--- config.mk ---
export PLATFORM = sky130hd
export DESIGN_NAME = atm_lock_ctrl
export DESIGN_NICKNAME = d
export VERILOG_FILES = /design/src/rtl/atm_pkg.sv /design/src/rtl/atm_tick_prescaler.sv /design/src/rtl/atm_lock_ctrl.sv
export SDC_FILE = /design/constraint.sdc
export NUM_CORES = 1
export LEC_CHECK = 0
export CORE_ASPECT_RATIO = 1.1
export CORE_MARGIN = 4
export CORE_UTILIZATION = 53
export DETAILED_ROUTE_END_ITERATION = 10
export PLACE_DENSITY_LB_ADDON = 0.15
export RECOVER_POWER = 25
export SLEW_MARGIN = 20
export SYNTH_ARGS = -nofsm -noshare
export SYNTH_HDL_FRONTEND = slang
export SYNTH_SLANG_ARGS = --single-unit
export TNS_END_PERCENT = 20
--- constraint.sdc ---
create_clock -name clk -period 2.7 [get_ports clk]
set_input_delay 0.675 -clock clk [delete_from_list [all_inputs] [get_ports clk]]
set_output_delay 0.675 -clock clk [all_outputs]
set_load 0.02 [all_outputs]
--- src/rtl/atm_pkg.sv ---
// Shared types and constants for the ATM lock controller, FSM and display.
// ATM_LOCK_ESCALATE_EN widens the lock timer so long locks can escalate.
package atm_pkg;

    typedef enum logic [1:0] {
        IDLE    = 2'd0,
        LOCKED  = 2'd1,
        RELEASE = 2'd2
    } lock_state_t;

    localparam logic LOCK_KIND_SHORT = 1'b0;
    localparam logic LOCK_KIND_LONG  = 1'b1;

    // Board values: 0.1 s ticks at 100 MHz, 5 s long lock, 2.5 s short lock.
    localparam int HW_TICK_DIV    = 10_000_000;
    localparam int HW_LONG_TICKS  = 50;
    localparam int HW_SHORT_TICKS = 25;
    localparam int HW_MAX_FAILS   = 3;

`ifdef ATM_LOCK_ESCALATE_EN
    localparam int ESC_BITS = 2;
`else
    localparam int ESC_BITS = 0;
`endif

endpackage

--- src/rtl/atm_tick_prescaler.sv ---
// Free-running tick divider: one-cycle tick every TICK_DIV cycles while clr is low.
// Held at zero while clr is high so the first tick lands TICK_DIV cycles after release.
module atm_tick_prescaler #(
    parameter int TICK_DIV = 1
) (
    input  logic clk,
    input  logic rst,
    input  logic clr,
    output logic tick
);

    localparam int PW = (TICK_DIV > 1) ? $clog2(TICK_DIV) : 1;
    localparam logic [PW-1:0] LAST = PW'(TICK_DIV - 1);

    logic [PW-1:0] cnt;

    always_ff @(posedge clk) begin
        if (!rst || clr) begin
            cnt <= '0;
        end else if (cnt == LAST) begin
            cnt <= '0;
        end else begin
            cnt <= cnt + PW'(1);
        end
    end

    assign tick = !clr && (cnt == LAST);

endmodule

--- src/rtl/atm_lock_ctrl.sv ---
// Lockout scheduler: counts consecutive password failures and times long/short locks.
// Define ATM_LOCK_ESCALATE_EN to double successive long locks (1x, 2x, 4x, 4x ...).
module atm_lock_ctrl
    import atm_pkg::*;
#(
    parameter int TICK_DIV    = 1,
    parameter int LONG_TICKS  = 64,
    parameter int SHORT_TICKS = 32,
    parameter int MAX_FAILS   = 3,
    localparam int FW = $clog2(MAX_FAILS + 1),
    localparam int RW = $clog2(LONG_TICKS + 1) + ESC_BITS
) (
    input  logic          clk,
    input  logic          rst,
    input  logic          pw_fail,
    input  logic          pw_ok,
    input  logic          insuff,
    input  logic          logout,
    output logic          locked,
    output logic          lock_long,
    output logic          force_logout,
    output logic          lock_done,
    output logic [FW-1:0] fail_cnt,
    output logic [RW-1:0] remain
);

    localparam logic [FW-1:0] FAIL_LAST = FW'(MAX_FAILS - 1);
    localparam logic [FW-1:0] FAIL_MAX  = FW'(MAX_FAILS);

    lock_state_t   state;
    logic          tick;
    logic [RW-1:0] long_load;

    atm_tick_prescaler #(.TICK_DIV(TICK_DIV)) u_prescaler (
        .clk  (clk),
        .rst  (rst),
        .clr  (state != LOCKED),
        .tick (tick)
    );

`ifdef ATM_LOCK_ESCALATE_EN
    logic [1:0] esc_lvl;
    assign long_load = RW'(LONG_TICKS) << esc_lvl;
`else
    assign long_load = RW'(LONG_TICKS);
`endif

    always_ff @(posedge clk) begin
        if (!rst) begin
            state        <= IDLE;
            locked       <= 1'b0;
            lock_long    <= LOCK_KIND_SHORT;
            force_logout <= 1'b0;
            lock_done    <= 1'b0;
            fail_cnt     <= '0;
            remain       <= '0;
`ifdef ATM_LOCK_ESCALATE_EN
            esc_lvl      <= 2'd0;
`endif
        end else begin
            force_logout <= 1'b0;
            lock_done    <= 1'b0;
            case (state)
                IDLE: begin
                    // Strict priority: lower strobes in the same cycle are dropped.
                    if (pw_fail) begin
                        if (fail_cnt >= FAIL_LAST) begin
                            state        <= LOCKED;
                            locked       <= 1'b1;
                            lock_long    <= LOCK_KIND_LONG;
                            fail_cnt     <= FAIL_MAX;
                            remain       <= long_load;
                            force_logout <= 1'b1;
`ifdef ATM_LOCK_ESCALATE_EN
                            if (esc_lvl != 2'd2) esc_lvl <= esc_lvl + 2'd1;
`endif
                        end else begin
                            fail_cnt <= fail_cnt + FW'(1);
                        end
                    end else if (insuff) begin
                        state     <= LOCKED;
                        locked    <= 1'b1;
                        lock_long <= LOCK_KIND_SHORT;
                        remain    <= RW'(SHORT_TICKS);
                    end else if (pw_ok) begin
                        fail_cnt <= '0;
`ifdef ATM_LOCK_ESCALATE_EN
                        esc_lvl  <= 2'd0;
`endif
                    end else if (logout) begin
                        fail_cnt <= '0;
                    end
                end
                LOCKED: begin
                    if (tick) begin
                        // <=1 also covers a zero-length load, so remain never wraps.
                        if (remain <= RW'(1)) begin
                            remain    <= '0;
                            state     <= RELEASE;
                            locked    <= 1'b0;
                            lock_done <= 1'b1;
                            if (lock_long) fail_cnt <= '0;
                        end else begin
                            remain <= remain - RW'(1);
                        end
                    end
                end
                RELEASE: begin
                    state <= IDLE;
                end
                default: begin
                    state  <= IDLE;
                    locked <= 1'b0;
                end
            endcase
        end
    end

endmodule

# After elaboration in Yosys (flattened, before gate mapping)
# Index checks and enable logic that the tools add are counted.
# word_totals
regBits,16
input_bits,6
# op_classes
eq_ne,11
muxes,31
n_reduce_logical,15
bitwise,2
addsub,3
magnitude_cmp,2
# ops
operator,count
$mux 7,5
$mux 2,13
$pmux 7 s2,1
$mux 1,9
$ne 3x3->1 const B,3
$reduce_and 3->1,3
$pmux 2 s2,2
$reduce_and 4->1,2
$le 7x1->1 const B,1
$sub 7x1->7 const B,1
$ne 2x2->1 const B,3
$reduce_and 6->1,1
$reduce_and 5->1,1
$ne 2x1->1 const B,2
$ne 4x4->1 const B,1
$reduce_bool 2->1,2
$pmux 1 s3,1
$add 2x1->2 const B,1
$eq 2x1->1 const B,1
$eq 2x2->1 const B,1
$ge 2x2->1 const B,1
$logic_not 1->1,2
$logic_not 2->1,1
$not 1->1,2
other kinds (4),4

# Depth between registers and ports, before layout
# Gate-level depths: netlist of the first run.
# depth
word_depth,5
mapped_depth,7
mapped_depth_nobuf,6

# By module
# Synthesis of the first run repeated with hierarchy kept, for this count alone.
# unflattened
cells_unflattened,94
area_unflattened_um2,839.6
# by_module_without_submodules
mod,area_per_inst_um2,instances,seq_area_each_um2,cells_each
atm_lock_ctrl,812.0,1,300.3,91
atm_tick_prescaler,27.5,1,20.0,3

# Worst setup path after synthesis of the first run
# No wires, ideal clock.
# synth_timing
path_type,register to register
startpoint,register remain[1]
endpoint,register state[0]
synth_period_minus_slack_ns,1.721
stages_incl_launch_ff,7
slack_ns,0.979
setup_time_ns,0.103
required_time_ns,2.597
arrival_ns,1.617
cell_sequence,dfxtp_1 inv_1 ha_1 o21bai_2 and4b_1 buf_6 a2111oi_2
# synth_via
elab_chain_cells,3
# synth_rtl
element,line_no,text
start: declaration,atm_lock_ctrl.sv:24,output logic [RW-1:0] remain
start signal: assignment,atm_lock_ctrl.sv:72,remain <= long_load;
start signal: assignment,atm_lock_ctrl.sv:84,remain <= RW'(SHORT_TICKS);
start signal: assignment,atm_lock_ctrl.sv:104,remain <= remain - RW'(1);
$le 7x1->1,atm_lock_ctrl.sv:97,if (remain <= RW'(1)) begin
$ne 2x2->1 (no source line),-,
$reduce_and 4->1 (no source line),-,
end signal: assignment,atm_lock_ctrl.sv:99,state <= RELEASE;
end signal: assignment,atm_lock_ctrl.sv:109,state <= IDLE;
end signal: assignment,atm_lock_ctrl.sv:112,state <= IDLE;
end: declaration,atm_lock_ctrl.sv:30,lock_state_t state;
# No other way between the ends.
# A chain may end at the register's enable or synchronous reset.

# Worst setup path in the final report of the first run
# layout_timing
startpoint,input port pw_fail
endpoint,register remain[1]
# layout_via
elab_chain_cells,2
word_cells_on_any_way,5
classes_between,2 x eq/ne; 2 x mux; 1 x reduce/logical
# layout_rtl
element,line_no,text
start: declaration,atm_lock_ctrl.sv:15,"input logic pw_fail,"
$ne 3x3->1 (no source line) or $mux 7 (tied branches),-,
$reduce_and 4->1 (no source line) or $pmux 7 s2 (tied branches),-,
# Parallel ways exist; a longest one is shown, timed or not.

==> out/qor.yml, run 1 <==
detailed_routing:
  drtAntennaViolNets: 0
  first_iter_violations: 24
  vias: 841
  first_pass_iters: 5
  drc_errors: 0
  wirelength_mm: 1.95
  vias_per_cell: 6.28
  wl_per_cell_um: 14.6
sta:
  worst_slack_ns: 0.519
  rsz0062_at_grt: "no"
  tightest_slew_ns: 0.524
  period_minus_slack_ns: 2.18
  finalMaxSlewViolations: 0
  fmax_ghz: 0.459
  hold_viol_final: 0
  setup_viol: 0
  layout_worst_path_cycle_share_pct: 80.8
  finClkSkew_ns: 0.00653
  tns_ns: 0
  slew_headroom_pct: 65.0
global_routing:
  antenna_found_initial: 0
  grt.total_usage_pct: 18.0
  overflow: 0
  grt_pass1_vias: 734
  grt_max_degree: 15
  grt_pass1_wl_mm: 3.23
floorplan:
  boundaryPins: 19
  row_count: 15
  core_sq_um: 1600
  initial_core_util_pct: 57.4
  die_w_um: 47.6
  dieHeight_um: 51.6
  design.die.area_sq_um: 2460
power:
  power.switching_mw: 0.262
  p_per_area_nw_per_um2: 652
  p_int_mw: 0.467
  p_seq_share_pct: 41.9
  power.leakage_nw: 0.419
  swShare_pct: 35.9
  max-vdd-ir-drop_uv: 420
  clkPwrFrac_pct: 21.6
  combPwrFrac_pct: 36.5
clocking:
  cts_setup_buffers: 0
  numCtsBuffers: 3
  hold_buffers: 0
  clock_latency_ns: 0.28
  cts_tree: "done"
  numClockSinks: 16
  root_buffer: "clkbuf_4"
  clock_path_buffers: 2
  clkSlewWorstSetupHoldPaths_ns: 0.09
  cts_resized: 0
  htree_levels: 1
critical_path:
  path_class: "in2reg"
  cp-start-kind: "primary input"
  worstSetupEndpointType: "register"
  arrival_ns: 2.39
  crit_required_ns: 2.91
  crit_fanout: 8
yosys:
  synth-main-ff-cell: "dfxtp_1"
  syn_area_sq_um: 916
  ys_seq_area_share_pct: 35.0
  synth_nets: 106
  synth-edff-count: 0
  async_flop_share_pct: 0
  syn_area_per_cell_sq_um: 9.35
  ys_ff_latch: 16
  synthCells: 98
  ys_warn_count: 0
  ys_types: 47
job:
  cap_violations: 0
placement:
  numPortBuffers: 18
  hpwl_mm: 1.49
  place_ws_ns: 0.399
  routabilityCongestion: 0.880
finish:
  diodes: 0
  area_delta_synth_final_pct: 22.1
  nets: 126
  drive_gt1_share_pct: 12.8
worst_hold_path:
  hp-class: "reg2reg"
outcome:
  outcome: "finished clean"
## through the flow
stage / std cells / util (%) / total power, mW / hold slack [ns] / instance area [sq um]
2_1_floorplan: 98 / - / 0.500 / 0.577 / 916
3_3_place_gp: 130 / 68.3 / 0.573 / 0.467 / 1090
3_5_place_dp: 130 / 68.3 / 0.580 / 0.471 / 1090
4_1_cts: 134 / 70.6 / 0.738 / 0.494 / 1130
5_1_grt: 134 / 70.1 / 0.775 / 0.531 / 1120
6_report: 134 / 70.1 / 0.729 / 0.489 / 1120
## routing by layer
layer / vias to the layer above / global-route usage (%) / wire length [um]
li1: 405 / - / -
met1: 404 / 23.6 / 886
met2: 28 / 27.0 / 919
met3: 4 / 3.46 / 113
met4: 0 / 9.42 / 33
met5: - / 0 / 0
## final timing paths
kind	slack, ns	depth (start not counted)	from	endpoint
worst max-delay path	0.52	5	pw_fail	remain[1]
worst min-delay path	0.49	1	locked	locked
worst max register to register	1.01	5	remain[0]	locked
worst min register to register	0.49	1	locked	locked
## worst max-delay path: stages
cell,delay [ns]
dlygate4sd3_1,0.69
mux2_1,0.45
o21ai_4,0.24
o21ai_2,0.13
a211oi_2,0.21
## sequential cells by signal, indices dropped and copies added (netlist names)
signal and count:
remain 7, u_prescaler.cnt 1, lock_long 1, locked 1
fail_cnt 2, state 2, lock_done 1, force_logout 1
## cell families after synthesis
| logic type | Yosys count | synth area share, % |
|---|---|---|
| simple gates | 36 | 22.8 |
| compound gates | 33 | 30.2 |
| flops | 16 | 35.0 |
| buf+inv | 6 | 4.23 |
| fa+ha+maj | 2 | 2.73 |
| xor+xnor | 2 | 1.91 |
| mux | 2 | 2.73 |
| other cells | 1 | 0.409 |
## final cells by class
| cell class | instances | area [sq um] |
|---|---|---|
| Sequential cell | 16 | 320 |
| Tap cell | 17 | 21.3 |
| Fill cell | 144 | 477 |
| Multi-Input combinational cell | 76 | 549 |
| Clock buffer | 4 | 36.3 |
| Timing Repair Buffer | 18 | 180 |
| Inverter | 3 | 11.3 |
## cells in the mapped netlist (2+ instances only)
cell type / n / area share (%)
a211oi_2: 2 / 2.7
nor3_1: 3 / 1.6
a21o_1: 2 / 1.6
and4_1: 2 / 1.9
ha_1: 2 / 2.7
o21ai_1: 2 / 1.1
nor2b_1: 2 / 1.4
o41ai_1: 2 / 1.9
nor2_1: 10 / 4.1
nand2_1: 4 / 1.6
inv_1: 3 / 1.2
and3_1: 3 / 2.0
a21oi_1: 5 / 2.7
and2_1: 2 / 1.4
o211ai_1: 3 / 2.5
buf_6: 2 / 2.5
dfxtp_1: 16 / 35
a31oi_1: 2 / 1.4
nand3b_1: 3 / 2.5
## power by group through the flow
stage,Sequential (mW),Clock [mW],Combinational [mW]
global placement,0.310,0,0.263
global route,0.311,0.173,0.291
detailed placement,0.311,0,0.269
CTS,0.306,0.162,0.269
floorplan,0.326,0,0.175
finish,0.305,0.157,0.266
## cells in the final DEF (no fill, tap or decap), drive strengths merged, types with 2 or more instances in the layout
cell type,synthesis,layout
dfxtp,16,16
dlygate4sd3,0,3
nand2,4,4
nand3b,3,3
inv,3,3
nor2,11,11
and3,3,3
a211oi,2,2
a21o,2,2
clkdlybuf4s50,0,15
ha,2,2
and2,2,2
o41ai,3,3
nor2b,2,2
a21oi,6,6
nor3,4,4
clkbuf,0,4
o211ai,3,3
o21ai,5,5
a31oi,2,2
o21a,2,2
and4,2,2
No activity file was read; power rests on OpenSTA's default activity.
==> run 2, diff against run 1 <==
Settings changed: CORE_UTILIZATION 53 to 49.
Clock period 2.7 ns to 2.16 ns, I/O delays scaled along.
==> out/qor.yml, run 2 (synthesis results as in run 1) <==
global_routing:
  grt_pass1_wl_mm: 3.31  # was 3.23 mm
  antenna_found_initial: 0  # unchanged
  overflow: 0  # unchanged
  grt_max_degree: 15  # unchanged
  grt.total_usage_pct: 17.1  # was 18.0%
  grt_pass1_vias: 763  # was 734
clocking:
  numClockSinks: 16  # unchanged
  cts_tree: "done"  # unchanged
  cts_resized: 0  # unchanged
  clkSlewWorstSetupHoldPaths_ns: 0.10  # was 0.09 ns
  root_buffer: "clkbuf_4"  # unchanged
  cts_setup_buffers: 0  # unchanged
  hold_buffers: 0  # unchanged
  clock_path_buffers: 2  # unchanged
  clock_latency_ns: 0.30  # was 0.28 ns
  numCtsBuffers: 3  # unchanged
  htree_levels: 1  # unchanged
detailed_routing:
  vias_per_cell: 5.97  # was 6.28
  drtAntennaViolNets: 0  # unchanged
  vias: 812  # was 841
  first_pass_iters: 4  # was 5
  wirelength_mm: 2.06  # was 1.95 mm
  drc_errors: 0  # unchanged
  wl_per_cell_um: 15.2  # was 14.6 um
  first_iter_violations: 17  # was 24
placement:
  hpwl_mm: 1.55  # was 1.49 mm
  dpl_cell_area_sq_um: 1100  # was 1090 sq um
  place_inst: 132  # was 130
  routabilityCongestion: 0.834  # was 0.880
  numPortBuffers: 18  # unchanged
  place_ws_ns: 0.0281  # was 0.399 ns
finish:
  fin_area_sq_um: 1130  # was 1120 sq um
  n_fill_cell: 171  # was 144
  nets: 127  # was 126
  diodes: 0  # unchanged
  drive_gt1_share_pct: 14.4  # was 12.8%
  final_cell_mix: "16 x dfxtp_1, 16 x clkdlybuf4s50_1, 10 x nor2_1"  # was 16 x dfxtp_1, 15 x clkdlybuf4s50_1, 10 x nor2_1
  area_delta_synth_final_pct: 23.5  # was 22.1%
  largest_register_ffs: 7  # unchanged
  fin_util_pct: 63.5  # was 70.1%
  top_register: "remain"  # unchanged
  largestRegisters: "remain x7, fail_cnt x2, state x2"  # unchanged
  finalNonFillerCells: 136  # was 134
job:
  cap_violations: 0  # unchanged
critical_path:
  max_stage_delay_ns: 0.66  # was 0.69 ns
  worstReg2RegEnd: "locked"  # unchanged
  path_class: "reg2out"  # was in2reg
  crit_required_ns: 1.62  # was 2.91 ns
  crit_slowest_cell: "clkdlybuf4s50_1"  # was dlygate4sd3_1
  cp.depth: 1  # was 5
  reg2regPathDepth: 5  # unchanged
  critPathTopFamily: "buffers and inverters"  # unchanged
  crit_fanout: 8  # unchanged
  reg2reg_from: "remain[0]"  # unchanged
  arrival_ns: 1.46  # was 2.39 ns
  cp-start-kind: "register"  # was primary input
  worstSetupEndpointType: "output port"  # was register
  critPathBufInv: 1  # unchanged
  crit_chain: "clkdlybuf4s50_1"  # was dlygate4sd3_1, mux2_1, o21ai_4, o21ai_2, a211oi_2
  worst-r2r-setup-slack_ns: 0.48  # was 1.01 ns
worst_hold_path:
  hold_start: "locked"  # unchanged
  min_path_cells: 1  # unchanged
  hp-class: "reg2reg"  # unchanged
  min_to: "locked"  # unchanged
power:
  power.total_mw: 0.922  # was 0.729 mW
  p_per_area_nw_per_um2: 815  # was 652 nW/um^2
  max-vdd-ir-drop_uv: 472  # was 420 uV
  combPwrFrac_pct: 36.5  # about the same
  p_seq_share_pct: 41.3  # was 41.9%
  power.switching_mw: 0.335  # was 0.262 mW
  clkPwrFrac_pct: 22.2  # was 21.6%
  power.leakage_nw: 0.427  # was 0.419 nW
  swShare_pct: 36.3  # was 35.9%
  p_int_mw: 0.587  # was 0.467 mW
sta:
  whs_ns: 0.511  # was 0.489 ns
  slew_headroom_pct: 65.4  # was 65.0%
  tns_ns: 0  # unchanged
  rsz0062_at_grt: "no"  # unchanged
  finClkSkew_ns: 0.00436  # was 0.00653 ns
  fmax_ghz: 0.500
  tightest_slew_ns: 0.518  # was 0.524 ns
  worst_slack_ns: 0.161  # was 0.519 ns
  hold_viol_final: 0  # unchanged
  setup_viol: 0  # unchanged
  period_minus_slack_ns: 2.00
  finalMaxSlewViolations: 0  # unchanged
  layout_worst_path_cycle_share_pct: 92.5
floorplan:
  boundaryPins: 19  # unchanged
  die_w_um: 49.2  # was 47.6 um
  dieHeight_um: 53.3  # was 51.6 um
  core_sq_um: 1780  # was 1600 sq um
  row_count: 16  # was 15
  initial_core_util_pct: 51.4  # was 57.4%
  design.die.area_sq_um: 2630  # was 2460 sq um
outcome:
  outcome: "finished clean"  # unchanged
-- run 2: cell count changes in the layout (fill, tap and decap cells not counted), sizes merged --
| cell | previous run | this run |
|---|---|---|
| dlygate4sd3 | 3 | 2 |
| clkdlybuf4s50 | 15 | 16 |
| buf | 0 | 1 |
-- run 2: layout make-up --
| class | count | area, sq um | share of cell area (%) |
|---|---|---|---|
| inverters | 3 | 11.3 | 0.996 |
| flip-flops and latches | 16 | 320 | 28.3 |
| clock buffers | 4 | 36.3 | 3.21 |
| multi-input cells | 76 | 553 | 48.9 |
| well taps | 18 | 22.5 | 1.99 |
| repair buffers | 19 | 188 | 16.6 |
-- run 2: how the worst max path moves through the flow --
stage / startpoint / to / slack, ns
after floorplan: remain[1] / state[0] / 0.44
after global placement: pw_fail / remain[1] / 0.08
after detailed placement: pw_fail / remain[1] / 0.03
after CTS: remain[0] / remain[0] / 0.14
after global routing: remain[0] / remain[0] / 0.11
final: remain[2] / remain[2] / 0.16
-- run 2: per-layer routing --
layer	vias to the layer above	GRT usage (%)	share of wire, %
li1	405	-	-
met1	379	18.0	44
met2	21	30.4	48
met3	7	3.66	4.2
met4	0	12.8	3.4
met5	-	0	0
-- run 2: power by group through the flow --
stage          Clock, mW  Combinational (mW)  Sequential, mW
2_1_floorplan          0               0.218           0.407
3_3_place_gp           0               0.334           0.388
3_5_place_dp           0               0.337           0.389
4_1_cts            0.209               0.338           0.383
5_1_grt            0.217               0.368           0.388
6_report           0.205               0.337           0.381
